$ cat src/rtl/fifo_pkg.sv
// Shared definitions for the async FIFO pointer logic.
// Contents:
//   FIFO_P_SIZE / FIFO_A_SIZE : default pointer width and address width
//   FIFO_MAX_W                : widest pointer the Gray helpers support
//   bin2gray / gray2bin       : code conversions at FIFO_MAX_W bits; callers
//                               zero-extend narrower pointers and truncate the
//                               result (leading zeros do not change either
//                               conversion)
package fifo_pkg;

  localparam int FIFO_P_SIZE = 3;
  localparam int FIFO_A_SIZE = FIFO_P_SIZE - 1;
  localparam int FIFO_MAX_W  = 8;

  function automatic logic [FIFO_MAX_W-1:0] bin2gray(input logic [FIFO_MAX_W-1:0] bin);
    return bin ^ (bin >> 1);
  endfunction

  // Each binary bit is the XOR of all Gray bits at or above it.
  function automatic logic [FIFO_MAX_W-1:0] gray2bin(input logic [FIFO_MAX_W-1:0] gray);
    logic [FIFO_MAX_W-1:0] bin;
    bin[FIFO_MAX_W-1] = gray[FIFO_MAX_W-1];
    for (int i = FIFO_MAX_W-2; i >= 0; i--) begin
      bin[i] = bin[i+1] ^ gray[i];
    end
    return bin;
  endfunction

endpackage

$ cat src/rtl/sync_2ff.sv
// Two-flop synchroniser for a Gray-coded pointer entering the r_clk domain.
// Ports:
//   r_clk : destination clock
//   r_rst : asynchronous active-high reset, clears both stages to 0
//   d     : WIDTH-bit input from the foreign clock domain
//   q     : WIDTH-bit synchronised output, two r_clk edges behind d
module sync_2ff #(
  parameter int WIDTH = 1
) (
  input  logic             r_clk,
  input  logic             r_rst,
  input  logic [WIDTH-1:0] d,
  output logic [WIDTH-1:0] q
);

  logic [WIDTH-1:0] sync_p0;

  // stage p0: metastability capture; stage p1: settled output
  always_ff @(posedge r_clk or posedge r_rst) begin
    if (r_rst) begin
      sync_p0 <= '0;
      q       <= '0;
    end else begin
      sync_p0 <= d;
      q       <= sync_p0;
    end
  end

endmodule

$ cat src/rtl/fifo_read_ctrl.sv
// Read-domain controller of the async FIFO in the AHB2APB bridge.
// Tracks the read pointer, synchronises the write Gray pointer, detects empty
// and returns registered read data.
// Ports:
//   r_clk      : read clock
//   r_rst      : asynchronous active-high reset
//   FIFO_MEM   : F_DEPTH x D_SIZE entry array from the write-side memory
//   w_ptr_gray : write pointer (Gray, write clock domain)
//   r_inc      : read request, ignored while r_empty
//   r_data     : registered read data
//   r_valid    : one-cycle pulse when r_data was updated
//   r_empty    : registered empty flag
//   r_addr     : current read address
//   r_ptr_gray : registered read Gray pointer for the write-domain synchroniser
//   r_level    : registered occupancy, present only when FIFO_RD_LEVEL_EN is defined
// Build option: FIFO_RD_LEVEL_EN adds the r_level port and its logic.
module fifo_read_ctrl
  import fifo_pkg::*;
#(
  parameter int D_SIZE  = 16,
  parameter int F_DEPTH = 4,
  parameter int P_SIZE  = FIFO_P_SIZE
) (
  input  logic                          r_clk,
  input  logic                          r_rst,
  input  logic [F_DEPTH-1:0][D_SIZE-1:0] FIFO_MEM,
  input  logic [P_SIZE-1:0]             w_ptr_gray,
  input  logic                          r_inc,
  output logic [D_SIZE-1:0]             r_data,
  output logic                          r_valid,
  output logic                          r_empty,
  output logic [P_SIZE-2:0]             r_addr,
  output logic [P_SIZE-1:0]             r_ptr_gray
`ifdef FIFO_RD_LEVEL_EN
  ,
  output logic [P_SIZE-1:0]             r_level
`endif
);

  localparam int A_SIZE = P_SIZE - 1;

  logic [P_SIZE-1:0] r_ptr_bin;
  logic [P_SIZE-1:0] r_ptr_bin_next;
  logic [P_SIZE-1:0] r_gray_next;
  logic [P_SIZE-1:0] rq2_wptr;
  logic              rd_en;

  sync_2ff #(.WIDTH(P_SIZE)) u_wptr_sync (
    .r_clk (r_clk),
    .r_rst (r_rst),
    .d     (w_ptr_gray),
    .q     (rq2_wptr)
  );

  assign rd_en          = r_inc & ~r_empty;
  assign r_ptr_bin_next = r_ptr_bin + P_SIZE'(rd_en);
  assign r_gray_next    = P_SIZE'(bin2gray(FIFO_MAX_W'(r_ptr_bin_next)));
  assign r_addr         = r_ptr_bin[A_SIZE-1:0];

  // stage p0 -> p1: pointer, flags and read data all register on the same edge
  always_ff @(posedge r_clk or posedge r_rst) begin
    if (r_rst) begin
      r_ptr_bin  <= '0;
      r_ptr_gray <= '0;
      r_empty    <= 1'b1;
      r_valid    <= 1'b0;
      r_data     <= '0;
    end else begin
      r_ptr_bin  <= r_ptr_bin_next;
      r_ptr_gray <= r_gray_next;
      // Compared against the already-synchronised pointer, so a write is
      // never seen early; empty can only be pessimistic.
      r_empty    <= (r_gray_next == rq2_wptr);
      r_valid    <= rd_en;
      if (rd_en) begin
        r_data <= FIFO_MEM[r_addr];
      end
    end
  end

`ifdef FIFO_RD_LEVEL_EN
  always_ff @(posedge r_clk or posedge r_rst) begin
    if (r_rst) begin
      r_level <= '0;
    end else begin
      r_level <= P_SIZE'(gray2bin(FIFO_MAX_W'(rq2_wptr))) - r_ptr_bin_next;
    end
  end
`endif

endmodule

$ cat config.mk
export PLATFORM = sky130hd
export DESIGN_NAME = fifo_read_ctrl
export DESIGN_NICKNAME = d
export VERILOG_FILES = /design/src/rtl/fifo_pkg.sv /design/src/rtl/sync_2ff.sv /design/src/rtl/fifo_read_ctrl.sv
export SDC_FILE = /design/constraint.sdc
export NUM_CORES = 1
export LEC_CHECK = 0
export ABC_CLOCK_PERIOD_IN_PS = 5800
export CAP_MARGIN = 10
export CELL_PAD_IN_SITES_DETAIL_PLACEMENT = 2
export CELL_PAD_IN_SITES_GLOBAL_PLACEMENT = 2
export CORE_MARGIN = 3
export CORE_UTILIZATION = 25
export DETAILED_ROUTE_END_ITERATION = 8
export GPL_ROUTABILITY_DRIVEN = 0
export HOLD_SLACK_MARGIN = 0.05
export PLACE_DENSITY = 0.95
export SYNTH_ARGS = -nofsm -noshare
export SYNTH_HDL_FRONTEND = slang
export SYNTH_SLANG_ARGS = --single-unit
$ cat constraint.sdc
create_clock -name r_clk -period 5.8 [get_ports r_clk]
set_input_delay 1.16 -clock r_clk [delete_from_list [all_inputs] [get_ports r_clk]]
set_output_delay 1.16 -clock r_clk [all_outputs]
set_load 0.005 [all_outputs]
* Yosys cells after proc, flatten, opt, wreduce, memory -nomap -nowiden
Cells that the tools add are included.
Storage, ports and cells: output and inout port bits 23, bits in registers 30, logic and storage cells 15, input port bits 70
Cells by class: multiplexer cells 2, order comparisons 1, bitwise gates (word level) 3, add/sub/neg operators 1, eq/ne operators 1
Operators with widths (number):
- binary-select mux 16 bit (select 2 bit) | 1
- two-way mux 16 bit | 1
- adder 3 x 1 -> 3 bit | 1
- equality test 3 bit | 1
- < comparator 2 x 3 -> 1 bit, second input constant | 1
- XOR 3 x 2 -> 3 bit | 1
- bitwise AND 1 bit | 1
- inverter 1 bit | 1

* Logic depth before layout (Yosys ltp)
Gate-level depths: netlist (run 1).
depth in word-level cells 5, mapped depth 9, mapped depth without buffers 7

* By module
Synthesis (run 1) repeated with hierarchy kept, for this count alone.
Second synthesis, totals: cell total of the unflattened synthesis 86, area, all modules 1514.0 µm²
Modules (own cells, without submodules):
- fifo_read_ctrl | instances 1, seq. area each 576.8 µm², cells each 79, area an instance 1360.1 µm²
- sync_2ff | instances 1, seq. area each 150.1 µm², cells each 7, area an instance 153.9 µm²

* Worst setup path before layout (run 1)
Ideal clock, no wire load.
path kind in2reg, start point in r_inc, end point reg r_empty, setup slack 3083 ps, required time 5727 ps, buffers on the path 2, library setup time 73 ps, cell stages on the path 9, arrival time 2644 ps, path through nor2b_1 -> buf_2 -> buf_2 -> ha_1 -> ha_1 -> xnor2_1 -> inv_1 -> mux2i_1 -> o2bb2ai_1
Between the ends: cells in the longest elaborated chain, start to end 4
Ends and longest elaborated chain:
- from (decl) | line fifo_read_ctrl.sv:28 | input logic r_inc,
- bitwise AND 1 bit | line fifo_read_ctrl.sv:55 | assign rd_en = r_inc & ~r_empty;
- net rd_en | line fifo_read_ctrl.sv:46 | logic rd_en;
- adder 3 x 1 -> 3 bit | line fifo_read_ctrl.sv:56 | assign r_ptr_bin_next = r_ptr_bin + P_SIZE'(rd_en);
- XOR 3 x 2 -> 3 bit | line fifo_pkg.sv:16 | return bin ^ (bin >> 1);
- net r_gray_next[2] | line fifo_read_ctrl.sv:44 | logic [P_SIZE-1:0] r_gray_next;
- equality test 3 bit | line fifo_read_ctrl.sv:73 | r_empty <= (r_gray_next == rq2_wptr);
- to (signal assigned) | line fifo_read_ctrl.sv:73
- to (decl) | line fifo_read_ctrl.sv:31 | output logic r_empty,
The timed path passes the listed nets, and every way through them passes these cells. A chain may end at the register's enable or synchronous reset.

* Worst setup path after layout (run 1)
start point in r_inc, end point reg r_empty
Between the ends: cells in the longest elaborated chain, start to end 4
Ends and longest elaborated chain (line):
- bitwise AND 1 bit | fifo_read_ctrl.sv:55
- adder 3 x 1 -> 3 bit | fifo_read_ctrl.sv:56
- XOR 3 x 2 -> 3 bit | fifo_pkg.sv:16
- net r_gray_next[2] | fifo_read_ctrl.sv:44
- equality test 3 bit | fifo_read_ctrl.sv:73
The timed path passes the listed nets, and every way through them passes these cells.

==> results of run 1 <==
-- cells by family (layout without fill, tap and decap cells) --
| kind of cell | count (synthesis) | after routing | share of synthesized area |
|---|---|---|---|
| AND/OR/NAND/NOR | 7 | 7 | 0.0240 |
| XOR/XNOR | 4 | 4 | 0.0232 |
| flip-flops | 29 | 29 | 0.481 |
| adder cells (fa/ha/maj) | 2 | 2 | 0.0166 |
| buffers and inverters | 8 | 103 | 0.0381 |
| multiplexers | 34 | 34 | 0.411 |
| AO/OA/AOI/OAI | 1 | 1 | 0.00580 |
-- worst register-to-register path: cells and delay by family (launching register included) --
kind,cells,cell delay (ns)
compound gates,1,0.12
xor+xnor,1,0.20
fa+ha+maj,2,0.46
buf+inv,1,0.12
flops,1,0.37
mux,1,0.13
simple gates,1,0.83
-- path summary, 6_finish.rpt --
path	cells past startpoint	startpoint	slack, ns	endpoint
worst max register to register	7	r_empty$_DFF_PP1_	3.49	r_empty$_DFF_PP1_
min in group asynchronous	2	r_rst	1.45	r_data[6]$_DFFE_PP0N_
worst min register to register	0	u_wptr_sync.sync_p0[1]$_DFF_PP0_	0.35	u_wptr_sync.q[1]$_DFF_PP0_
max in group asynchronous	2	r_rst	3.71	r_ptr_bin[2]$_DFF_PP0_
worst min-delay path	0	u_wptr_sync.sync_p0[1]$_DFF_PP0_	0.35	u_wptr_sync.q[1]$_DFF_PP0_
worst max-delay path	8	r_inc	2.49	r_empty$_DFF_PP1_
-- state kept, by name, indices dropped and copies added, names as in the netlist --
| register | cells |
|---|---|
| r_data | 16 |
| r_empty | 1 |
| r_ptr_bin | 3 |
| r_ptr_gray | 2 |
| r_valid | 1 |
| u_wptr_sync.q | 3 |
| u_wptr_sync.sync_p0 | 3 |
-- layout make-up --
cell class                      count  area share
Clock buffer                        6      0.0283
Inverter                            2     0.00293
Sequential cell                    29       0.284
Timing Repair Buffer               93       0.362
Clock inverter                      2     0.00390
Multi-Input combinational cell     48       0.284
Tap cell                           72      0.0351
-- Yosys cell counts (all sizes together) --
cell type,n,area (um^2)
mux2,16,218
or2,1,6.26
nor2b,3,18.8
nor2,1,3.75
xnor2,2,17.5
nand2,2,7.51
ha,2,25.0
mux2i,2,20.0
clkbuf,1,3.75
buf,5,46.3
mux4,16,383
inv,2,7.51
o2bb2ai,1,8.76
xor2,2,17.5
dfstp,1,26.3
dfrtp,28,701
-- layer usage --
layer  vias to the layer above  GRT usage  part of all wire
li1                        511          -                 -
met1                       576      0.134              0.33
met2                        71      0.260              0.53
met3                         7     0.0849              0.12
met4                         0     0.0380             0.016
met5                         -          0                 0
-- stage by stage --
step	hold WS, ns	cells	utilization	area [um^2]
after floorplan	0.331	85	-	1510
after global placement	0.333	244	0.437	2480
after detailed placement	0.336	244	0.437	2480
after CTS	0.355	252	0.452	2560
after global routing	0.364	252	0.452	2560
final	0.351	252	0.452	2560
-- power groups by stage --
stage	logic (mW)	clock network [mW]	registers, mW
6_report	0.557	0.157	0.359
3_3_place_gp	0.550	0	0.359
4_1_cts	0.571	0.161	0.362
3_5_place_dp	0.568	0	0.363
2_1_floorplan	0.333	0	0.338
5_1_grt	0.606	0.171	0.373
==> out/summary.txt, run 1 <==
most common cell after layout, fill and taps aside: clkdlybuf4s50_1
Row Count: 27
Fmax: 302 MHz
CP Cell Sequence: clkdlybuf4s50_1 > nor2b_2 > ha_1 > ha_1 > xnor2_1 > inv_1 > mux2i_1 > o2bb2ai_1
fill cell count: 558
Sequential Area: 727 um^2
routed via count: 1165
Leakage: 1.05 nW
postcts setup bufs: 0
Port Buffers: 92
synthesis-to-layout area growth: 69.8%
Arrival @ worst endpoint: 3.52 ns
Sink Count: 29
Die W: 83.7 um
most frequent cells in the layout: clkdlybuf4s50_1 (92), dfrtp_1 (28), mux4_2 (10), mux2_4 (10)
overall routed net length: 4.71 mm
Vias/cell: 4.62
mapped cell area: 0.00151 mm^2
global-route wire length before repair: 7.58 mm
CP most frequent cell: ha_1
Cell Pwr Density: 418 mW/mm^2
grt total ovfl: 0
Yosys warning count: 0
Tcrit/Tclk final: 0.571
Hold Vio Cnt, Final: 0
CTS resizes: 0
post-route minimum period: 3.31 ns
pin count of the biggest net entering global routing: 30
max-slew violations: 0
CTS Buffer Depth: 2
relative slew slack: 0.273
crit path kind: in -> reg
TritonCTS buffer count: 5
Net Switching: 0.322 mW
CP bufs+invs: 2
clock latency on the worst-skew pair: 0.27 ns
Max IR drop VDD: 0.000157 V
area occupied by multi-input gates: 728 um^2
Worst Setup End Kind: flop
Net Sw Frac: 0.300
Initial DRT Pass Iterations: 4
Seq/Total Area, Yosys: 0.481
Die ar.: 0.00701 mm^2
cell family with most CP delay: simple AND/OR/NAND/NOR gates
Tot GR Track Use: 0.143
Pint: 0.751 mW
Routed Antenna Nets: 0
Die Ht: 83.7 um
syn avg cell area: 17.8 um^2
Post-DP HPWL: 3.92 mm
number of global-route vias before repair: 1375
status: finished clean
initial antenna violation count: 0
Synth Register Bits: 29
crit path max-delay cell type: nor2b_2
H-tree depth: 2
Final #Nets: 251
clock power share: 0.146
wire per inst: 18.7 um
sequential power share: 0.335
core area: 0.00568 mm^2
Hold-fix buffers, CTS: 0
Clock Tree Root: clkbuf_8
Syn Inst Count: 85
RSZ-0062 raised after global routing: no
Max-Cap Viols: 0
number of diodes: 0
Initial Util: 0.266
Place WS: 2.14 ns
syn_nets: 157
CTS tree: built
Final Skew: 0.00177 ns
Max FO, Critical Path: 18
# DRC: 0
Comb pwr share: 0.519
CP Launch Type: primary input
worst min-delay path class: reg -> reg
WP data required: 6.01 ns
fraction of layout cells with a size suffix above 1: 0.206
final setup margin: 2.49 ns
slowest stage delay, CP: 0.86 ns
IO Pins: 93
setup_tns: 0 ns
Yosys cell types: 20
Least-Margin Pin Slew: 1.09 ns
Initial DRC Count: 25
setup violators final: 0
Clock transition at path regs: 0.06 ns
overall power: 1.07 mW
Note: power is estimated with default switching activity, not from simulation.
==> inputs of run 2 (changes only) <==
ABC_CLOCK_PERIOD_IN_PS = 2980   (was 5800)
CORE_UTILIZATION = 21   (was 25)
PLACE_DENSITY = 0.89   (was 0.95)
clock period = 2.98 ns   (was 5.8 ns; I/O delays follow)
==> run 2 against run 1 <==
Worst setup slack got worse by 1.8 ns; register-to-register slack lost 2.4 ns; highest routed layer unchanged; combinational power up 90%; die area up 18%.
==> out/summary.txt, run 2 (synthesis results as in run 1) <==
Port Buffers: 92
R2R Setup Slk: 1.08 ns
max-slew violations: 0
relative slew slack: 0.508
grt total ovfl: 0
Max IR drop VDD: 0.000217 V
Tcrit/Tclk final: 0.778
Row Count: 30
critical hold path startpoint: u_wptr_sync.sync_p0[2]$_DFF_PP0_
Most flops, register: r_data
H-tree depth: 2
clock power share: 0.166
crit path kind: reg -> out
cell family with most CP delay: flip-flops
setup violators final: 0
Hold-fix buffers, CTS: 0
CTS resizes: 0
Die Ht: 90.8 um
Least-Margin Pin Slew: 0.738 ns
CTS Buffer Depth: 2
Fmax: 432 MHz
fraction of layout cells with a size suffix above 1: 0.220
Pint: 1.51 mW
Post-DP HPWL: 4.00 mm
IO Pins: 93
Initial DRT Pass Iterations: 3
Arrival @ worst endpoint: 1.72 ns
slowest stage delay, CP: 0.82 ns
CP Launch Type: flop
CP bufs+invs: 1
Vias/cell: 4.15
Comb pwr share: 0.498
Die ar.: 0.00824 mm^2
Cell Pwr Density: 808 mW/mm^2
wire per inst: 16.6 um
clock latency on the worst-skew pair: 0.27 ns
worst min-delay path class: reg -> reg
Leakage: 1.07 nW
Sink Count: 29
Clock Tree Root: clkbuf_8
Net Sw Frac: 0.288
Routed Antenna Nets: 0
Die W: 90.8 um
sequential power share: 0.337
pin count of the biggest net entering global routing: 20
routed via count: 1153
postcts setup bufs: 0
number of global-route vias before repair: 1345
Max FO, Critical Path: 18
global-route wire length before repair: 7.22 mm
Net Switching: 0.611 mW
hold path cells: 0
Clock transition at path regs: 0.07 ns
status: finished clean
Worst Setup End Kind: output port
WP data required: 2.38 ns
RSZ-0062 raised after global routing: no
Final Skew: 0.00697 ns
Initial Util: 0.220
RR Startpoint: r_ptr_bin[0]$_DFF_PP0_
Hold Vio Cnt, Final: 0
area occupied by multi-input gates: 728 um^2
cells on worst reg2reg path: 3
Layout Utilization: 0.383
minimum hold slack: 0.351 ns
overall routed net length: 4.60 mm
fill cell count: 686
Sequential Area: 727 um^2
Largest register FFs: 16
CP Cell Sequence: clkdlybuf4s50_1
number of diodes: 0
cell depth of the worst setup path: 1
most common cell after layout, fill and taps aside: clkdlybuf4s50_1
# DRC: 0
Worst R2R End: r_data[3]$_DFFE_PP0N_
setup_tns: 0 ns
Initial DRC Count: 9
CTS tree: built
core area: 0.00687 mm^2
most frequent cells in the layout: clkdlybuf4s50_1 (92), dfrtp_1 (28), mux4_2 (10), mux2_4 (10), clkbuf_8 (7)
initial antenna violation count: 0
Hold Path Sink: u_wptr_sync.q[2]$_DFF_PP0_
Tot GR Track Use: 0.115
Final #Nets: 253
TritonCTS buffer count: 5
synthesis-to-layout area growth: 74.0%
post-route minimum period: 2.32 ns
Max-Cap Viols: 0
crit path max-delay cell type: dfrtp_1
run 2: routing by layer:
metal	global-route usage	vias to the layer above	wire length (um)
li1	-	516	-
met1	0.115	572	1570
met2	0.220	60	2600
met3	0.0475	5	397
met4	0.0264	0	39
met5	0	-	0
run 2: area by class of cell:
type / instances / area share
timing repair buffer: 95 / 0.359
multi-input combinational: 48 / 0.277
sequential: 29 / 0.277
tap: 96 / 0.0457
clock buffer: 7 / 0.0367
inverter: 2 / 0.00286
clock inverter: 1 / 0.00190
run 2: how the worst max path moves through the flow:
stage                      startpoint                 to  slack, ns
2_1_floorplan                   r_inc  r_empty$_DFF_PP1_       0.83
3_3_place_gp                    r_inc  r_empty$_DFF_PP1_       0.73
3_5_place_dp                    r_inc  r_empty$_DFF_PP1_       0.64
4_1_cts        r_ptr_bin[1]$_DFF_PP0_          r_addr[1]       0.60
5_1_grt        r_ptr_bin[1]$_DFF_PP0_          r_addr[1]       0.54
6_report       r_ptr_bin[1]$_DFF_PP0_          r_addr[1]       0.66
run 2: power groups by stage:
stage | registers [mW] | clock network, mW | logic, mW
finish | 0.715 | 0.351 | 1.06
floorplan | 0.657 | 0 | 0.649
global route | 0.753 | 0.397 | 1.14
CTS | 0.728 | 0.368 | 1.08
global placement | 0.727 | 0 | 1.05
detailed placement | 0.733 | 0 | 1.08
run 2: through the flow:
step / cell area, um^2 / power [mW] / instances / worst slack [ns]
finish: 2630 / 2.12 / 278 / 0.663
global route: 2630 / 2.29 / 278 / 0.536
CTS: 2630 / 2.18 / 278 / 0.604
detailed placement: 2530 / 1.81 / 270 / 0.640
global placement: 2530 / 1.77 / 270 / 0.734
floorplan: 1510 / 1.31 / 85 / 0.827
